==> config.mk <==
export PLATFORM = sky130hd
export DESIGN_NAME = uart_alu_interface
export DESIGN_NICKNAME = d
export VERILOG_FILES = /design/src/rtl/uart_alu_pkg.sv /design/src/rtl/uart_iface_timeout.sv /design/src/rtl/uart_alu_interface.sv
export SDC_FILE = /design/constraint.sdc
export NUM_CORES = 1
export LEC_CHECK = 0
export CAP_MARGIN = 30
export CORE_MARGIN = 2
export CORE_UTILIZATION = 35
export CTS_CLUSTER_SIZE = 8
export DETAILED_ROUTE_END_ITERATION = 12
export GPL_TIMING_DRIVEN = 0
export PLACE_DENSITY = 0.66
export REMOVE_ABC_BUFFERS = 1
export SLEW_MARGIN = 25
export SYNTH_ARGS = -nofsm -noshare
export SYNTH_HDL_FRONTEND = slang
export SYNTH_SLANG_ARGS = --single-unit
export TNS_END_PERCENT = 30
==> constraint.sdc <==
create_clock -name i_clock -period 2 [get_ports i_clock]
set_clock_uncertainty 0.1 [all_clocks]
set_input_delay 0.3 -clock i_clock [delete_from_list [all_inputs] [get_ports i_clock]]
set_output_delay 0.3 -clock i_clock [all_outputs]
set_load 0.005 [all_outputs]
==> src/rtl/uart_alu_pkg.sv <==
// Shared constants for the UART/ALU glue: FSM state encodings and the ALU opcode set.
package uart_alu_pkg;

    localparam logic [2:0] S_WAIT_A   = 3'd0;
    localparam logic [2:0] S_WAIT_B   = 3'd1;
    localparam logic [2:0] S_WAIT_OP  = 3'd2;
    localparam logic [2:0] S_EXEC     = 3'd3;
    localparam logic [2:0] S_TX_START = 3'd4;
    localparam logic [2:0] S_TX_WAIT  = 3'd5;

    // Opcodes understood by the ALU sitting next to this interface.
    localparam logic [5:0] OP_ADD = 6'h20;
    localparam logic [5:0] OP_SUB = 6'h22;
    localparam logic [5:0] OP_AND = 6'h24;
    localparam logic [5:0] OP_OR  = 6'h25;
    localparam logic [5:0] OP_XOR = 6'h26;
    localparam logic [5:0] OP_SRA = 6'h03;
    localparam logic [5:0] OP_SRL = 6'h02;
    localparam logic [5:0] OP_NOR = 6'h27;

endpackage

==> src/rtl/uart_iface_timeout.sv <==
// Inter-byte timeout counter: cleared by i_clear, counts while i_enable, flags the last cycle.
// Only instantiated when UART_IFACE_TIMEOUT_EN is defined.
module uart_iface_timeout #(
    parameter int TIMEOUT_CYC = 100000
) (
    input  logic i_clock,
    input  logic i_reset,
    input  logic i_clear,
    input  logic i_enable,
    output logic o_expire
);

    localparam int CW = (TIMEOUT_CYC > 2) ? $clog2(TIMEOUT_CYC) : 1;
    localparam logic [CW-1:0] LAST = CW'(TIMEOUT_CYC - 1);

    logic [CW-1:0] r_count;
    logic          w_expire;

    assign w_expire = i_enable && (r_count == LAST);
    assign o_expire = w_expire;

    // Held at zero whenever the FSM is not waiting for a follow-on byte.
    always_ff @(posedge i_clock or negedge i_reset) begin
        if (!i_reset) begin
            r_count <= '0;
        end else if (i_clear || !i_enable || w_expire) begin
            r_count <= '0;
        end else begin
            r_count <= r_count + 1'b1;
        end
    end

endmodule

==> src/rtl/uart_alu_interface.sv <==
// Collects A, B, opcode bytes from UART RX, latches the ALU result and hands it to UART TX.
// Optional inter-byte timeout enabled by defining UART_IFACE_TIMEOUT_EN.
module uart_alu_interface
    import uart_alu_pkg::*;
#(
    parameter int DBIT        = 8,
    parameter int NB_OP       = 6,
    parameter int TIMEOUT_CYC = 100000
) (
    input  logic             i_clock,
    input  logic             i_reset,
    input  logic             i_rx_done,
    input  logic [DBIT-1:0]  i_rx_data,
    input  logic             i_tx_done,
    input  logic [DBIT-1:0]  i_alu_result,
    output logic [DBIT-1:0]  o_data_a,
    output logic [DBIT-1:0]  o_data_b,
    output logic [NB_OP-1:0] o_op,
    output logic             o_tx_start,
    output logic [DBIT-1:0]  o_tx_data,
    output logic             o_busy
);

    logic [2:0]       r_state;
    logic [DBIT-1:0]  r_data_a;
    logic [DBIT-1:0]  r_data_b;
    logic [NB_OP-1:0] r_op;
    logic             r_tx_start;
    logic [DBIT-1:0]  r_tx_data;
    logic             r_busy;
    logic             w_timeout;

`ifdef UART_IFACE_TIMEOUT_EN
    logic w_cnt_en;

    assign w_cnt_en = (r_state == S_WAIT_B) || (r_state == S_WAIT_OP);

    uart_iface_timeout #(
        .TIMEOUT_CYC (TIMEOUT_CYC)
    ) u_timeout (
        .i_clock  (i_clock),
        .i_reset  (i_reset),
        .i_clear  (i_rx_done),
        .i_enable (w_cnt_en),
        .o_expire (w_timeout)
    );
`else
    // No timeout hardware: constant false for any legal TIMEOUT_CYC.
    assign w_timeout = (TIMEOUT_CYC == 0);
`endif

    always_ff @(posedge i_clock or negedge i_reset) begin
        if (!i_reset) begin
            r_state    <= S_WAIT_A;
            r_data_a   <= '0;
            r_data_b   <= '0;
            r_op       <= '0;
            r_tx_start <= 1'b0;
            r_tx_data  <= '0;
            r_busy     <= 1'b0;
        end else begin
            r_tx_start <= 1'b0;
            case (r_state)
                S_WAIT_A: begin
                    if (i_rx_done) begin
                        r_data_a <= i_rx_data;
                        r_state  <= S_WAIT_B;
                    end
                end
                S_WAIT_B: begin
                    if (i_rx_done) begin
                        r_data_b <= i_rx_data;
                        r_state  <= S_WAIT_OP;
                    end else if (w_timeout) begin
                        r_state  <= S_WAIT_A;
                    end
                end
                S_WAIT_OP: begin
                    if (i_rx_done) begin
                        r_op    <= i_rx_data[NB_OP-1:0];
                        r_busy  <= 1'b1;
                        r_state <= S_EXEC;
                    end else if (w_timeout) begin
                        r_state <= S_WAIT_A;
                    end
                end
                S_EXEC: begin
                    // Operands have been stable for a full cycle; the ALU output is settled.
                    r_tx_data  <= i_alu_result;
                    r_tx_start <= 1'b1;
                    r_state    <= S_TX_START;
                end
                S_TX_START: begin
                    r_state <= S_TX_WAIT;
                end
                S_TX_WAIT: begin
                    if (i_tx_done) begin
                        r_busy  <= 1'b0;
                        r_state <= S_WAIT_A;
                    end
                end
                default: begin
                    r_state <= S_WAIT_A;
                end
            endcase
        end
    end

    assign o_data_a   = r_data_a;
    assign o_data_b   = r_data_b;
    assign o_op       = r_op;
    assign o_tx_start = r_tx_start;
    assign o_tx_data  = r_tx_data;
    assign o_busy     = r_busy;

endmodule
---- After elaboration in Yosys (flattened, before gate mapping) ----
Index checks and enable logic that the tools add are counted.
word-level totals
  flip-flop bits (word level) ............. 35
  input bits .............................. 20
  word-level logic and storage cells ...... 32
operators by class
  equality and inequality tests ........... 9
  muxes and demuxes ....................... 9
  reduce and logical (&&, ||, !) cells .... 7
operator list
  cell                                                              count
  3-bit one-hot mux with 6 select lines                             1
  3-bit 2-to-1 mux                                                  4
  2-bit inequality test (second input constant)                     4
  3-bit by 2-bit == test with 1-bit output (second input constant)  2
  3-bit == test (second input constant)                             2
  2-bit AND reduction                                               3
  4-bit AND reduction                                               1
  3-bit by 1-bit == test with 1-bit output (second input constant)  1
  3-bit logical NOT                                                 1
  1-bit 2-to-1 mux                                                  3
  3-bit AND reduction                                               1
  1-bit one-hot mux with 2 select lines                             1
  2-bit nonzero test                                                1

---- Depth between registers and ports, before layout ----
  depth after elaboration ................. 3
  depth in mapped cells ................... 4
  depth with buffers taken out ............ 3

---- Worst setup path after synthesis ----
OpenSTA, ideal clock, no wires.
  kind .................................... reg2reg
  start ................................... reg r_state[0]
  end ..................................... reg r_op[0], in the netlist o_op[0]
  setup time .............................. 125 ps
  arrival ................................. 1,294 ps
  setup slack ............................. 482 ps
  stages on the path, launching flop included .. 5
  path buffers ............................ 1
  clock period less this slack ............ 1,518 ps
  path through ............................ dfrtp_1 -> buf_4 -> nand2b_4 -> nor2_1 -> mux2_2
between the ends
  word-level cells in the longest chain between the ends .. 2
ends and longest elaborated chain
  item                                      RTL line                  RTL
  from (decl)                               uart_alu_interface.sv:24  logic [2:0] r_state;
  from (signal assigned)                    uart_alu_interface.sv:54  r_state <= S_WAIT_A;
  from (signal assigned)                    uart_alu_interface.sv:67  r_state <= S_WAIT_B;
  from (signal assigned)                    uart_alu_interface.sv:73  r_state <= S_WAIT_OP;
  3-bit by 2-bit == test with 1-bit output  uart_alu_interface.sv:63  case (r_state)
  2-bit AND reduction (no source line)      -
  to (signal assigned)                      uart_alu_interface.sv:80  r_op <= i_rx_data[NB_OP-1:0];
  to (decl)                                 uart_alu_interface.sv:27  logic [NB_OP-1:0] r_op;
No other way between the ends.
A chain may end at the register's enable or synchronous reset.

---- Worst setup path after layout ----
  start ................................... in i_rx_done
  end ..................................... reg r_op[1], in the netlist o_op[1]
between the ends
  word-level cells in the longest chain between the ends .. 1
ends and longest elaborated chain
  item                                  RTL line                  RTL
  from (decl)                           uart_alu_interface.sv:12  input logic i_rx_done,
  2-bit AND reduction (no source line)  -
No other way between the ends.

==> flow_metrics.tcl <==
set metrics [dict create \
    switching_share 0.270 \
    grt_pass1_wl_um 4620 \
    ys_ff_latch 35 \
    drive_above_1_share 0.301 \
    clkSlewWorstSetupHoldPaths_ps 60 \
    post_cts_buffers 0 \
    worst_pin_slew_ps 615 \
    met1_usage 0.166 \
    drt_wl_total_um 2750 \
    grt_antenna_before_repair 0 \
    crit_chain "clkdlybuf4s50_1, nand2b_4, nor2_1, mux2_2" \
    cts_tree "yes" \
    postCtsHoldBufs 1 \
    synth_area_um2 1380 \
    period_needed_ps 1800 \
    synth.avg_cell_area_um2 15.8 \
    rsz0062_at_grt "no" \
    p_int_mw 2.37 \
    dp_hpwl_um 2090 \
    max_stage_delay_ps 550 \
    port_buffers 51 \
    critical_path_arrival_ps 1860 \
    power.switching_uw 874 \
    grt_usage 0.142 \
    core_um2 3720 \
    wl_per_cell_um 14.2 \
    cts_buffer_depth 2 \
    finalSetupViolCount 0 \
    relSlewSlack 0.589 \
    final_antenna_net_count 0 \
    drc 0 \
    worstSkewPairLatency_ps 280 \
    grt_max_degree 20 \
    fmax_mhz 556 \
    die_h_um 66.7 \
    cts_buffers 5 \
    vias 902 \
    crit_fanout 6 \
    io_pins 52 \
    status "complete, no violations" \
    critPathRequiredTime_ps 2060 \
    final_area_um2 2070 \
    cts_root_buf "clkbuf_8" \
    die_width_um 66.7 \
    finalMaxSlewViolations 0 \
    cts_max_level 2 \
    synth_cells 87 \
    grt_util_met2 0.243 \
    grt_pass1_vias 1034 \
    seq_area_frac_synth 0.636 \
    detail_route.first_pass.iterations 4 \
    viasPerCell 4.65 \
    initial_core_util 0.371 \
    place_area_um2 1960 \
    syn_to_final_growth_pct 50.1 \
    yosys_warnings 0 \
    overflow 0 \
    clkPwrFrac 0.167 \
    drtIter0Drc 4 \
    finalPower_mw 3.24 \
    crit_type "input pin to flip-flop" \
    dieArea_um2 4450 \
    final_cell_mix "clkdlybuf4s50_1, dfrtp_1, mux2_2, clkbuf_8, inv_1" \
    leakagePower_nw 0.870 \
    cts.sinks 35 \
    end_kind "flip-flop" \
    synth_cell_types 19 \
    critPathTopFamily "simple AND/OR/NAND/NOR gates" \
    cp_num_buf_inv 1 \
    sequentialPowerShare 0.402 \
    grt_busiest_layer "met2" \
    fin_ws_ps 203 \
    min_period_over_period 0.899 \
    grt_use_met3 0.0253 \
    critPathSlowestCell "clkdlybuf4s50_1" \
    startpoint_type "input pin" \
    rows 22 \
    fin_nets 165 \
    combPwrFrac 0.431 \
    cts_resized 0 \
    peakVddDrop_mv 0.636 \
    nFillCells 329 \
    p_per_area_nw_per_um2 1570 \
    num_antenna_cells 0 \
    hp-class "input pin to asynchronous set/reset pin" \
    hold_viol 0 \
    final_common_cell "clkdlybuf4s50_1" \
    routabilityCongestion 0.696 \
    dp_slack_ps -61.6 \
    max-cap-violations 0 \
]
==> cell type report <==
class	count	area, um2	area share
sequential	35	876	0.423
timing repair buffer	53	543	0.263
multi-input combinational	47	478	0.231
clock buffer	8	100	0.0484
tap	48	60.1	0.0290
inverter	3	11.3	0.00544
==> metrics by stage <==
stage	utilization	instances	setup TNS (ps)	hold slack (ps)
floorplan	-	85	0	-95.6
global placement	0.521	184	-6790	389
detailed placement	0.527	185	-811	156
CTS	0.557	194	0	388
global route	0.557	194	0	421
finish	0.557	194	0	389
==> worst register-to-register path: cells and delay by family (launching register included) <==
kind | cells | cell delay, ps
flip-flops | 1 | 500
AND/OR/NAND/NOR | 2 | 680
multiplexers | 1 | 400
==> power groups by stage <==
| stage | registers [mW] | clock network, mW | logic, mW |
|---|---|---|---|
| floorplan | 1.32 | 0 | 0.576 |
| global placement | 1.30 | 0 | 1.39 |
| detailed placement | 1.31 | 0 | 1.42 |
| CTS | 1.30 | 0.565 | 1.43 |
| global route | 1.36 | 0.597 | 1.51 |
| finish | 1.30 | 0.542 | 1.40 |
==> layer usage <==
layer	part of all wire	vias to the layer above
li1	-	420
met1	0.40	454
met2	0.55	23
met3	0.030	5
met4	0.021	0
met5	0	-
==> Yosys cell counts (all sizes together) <==
cell type,n,area [um2]
nor3,1,16.3
o22ai,1,6.26
buf,2,12.5
a31o,1,8.76
nand3b,1,7.51
a41o,1,10.0
dfrtp,35,876
nand3,1,5.00
nor2b,1,6.26
nor2,2,7.51
o21ai,1,5.00
a21boi,1,7.51
inv,3,11.3
a21oi,2,10.0
nor3b,1,18.8
nand2b,2,27.5
mux2,30,338
nand2,1,3.75
==> cell families (layout without fill, tap and decap cells) <==
family,after synthesis,in the layout,share of synthesized area
compound gates,7,7,0.0345
buf+inv,5,64,0.0173
flops,35,35,0.636
mux,30,30,0.245
simple gates,10,10,0.0672
==> final timing paths <==
check                           slack, ps                        to  cells past startpoint                   start
worst max-delay path                  200       o_op[1]$_DFFE_PN0P_                      4               i_rx_done
worst min-delay path                  390  o_tx_data[4]$_DFFE_PN0P_                      2                 i_reset
worst max register to register        210       o_op[1]$_DFFE_PN0P_                      3  r_state[0]$_DFFE_PN0P_
worst min register to register        410       o_op[3]$_DFFE_PN0P_                      1     o_op[3]$_DFFE_PN0P_
max in group asynchronous             980   o_data_b[3]$_DFFE_PN0P_                      3                 i_reset
min in group i_clock                  410       o_op[3]$_DFFE_PN0P_                      1     o_op[3]$_DFFE_PN0P_
==> registers in the layout (all words and copies together), names as in the netlist <==
register	cells
o_data_a	8
o_op	6
o_data_b	8
o_busy	1
o_tx_data	8
o_tx_start	1
r_state	3
(Power assumes the default switching activity.)
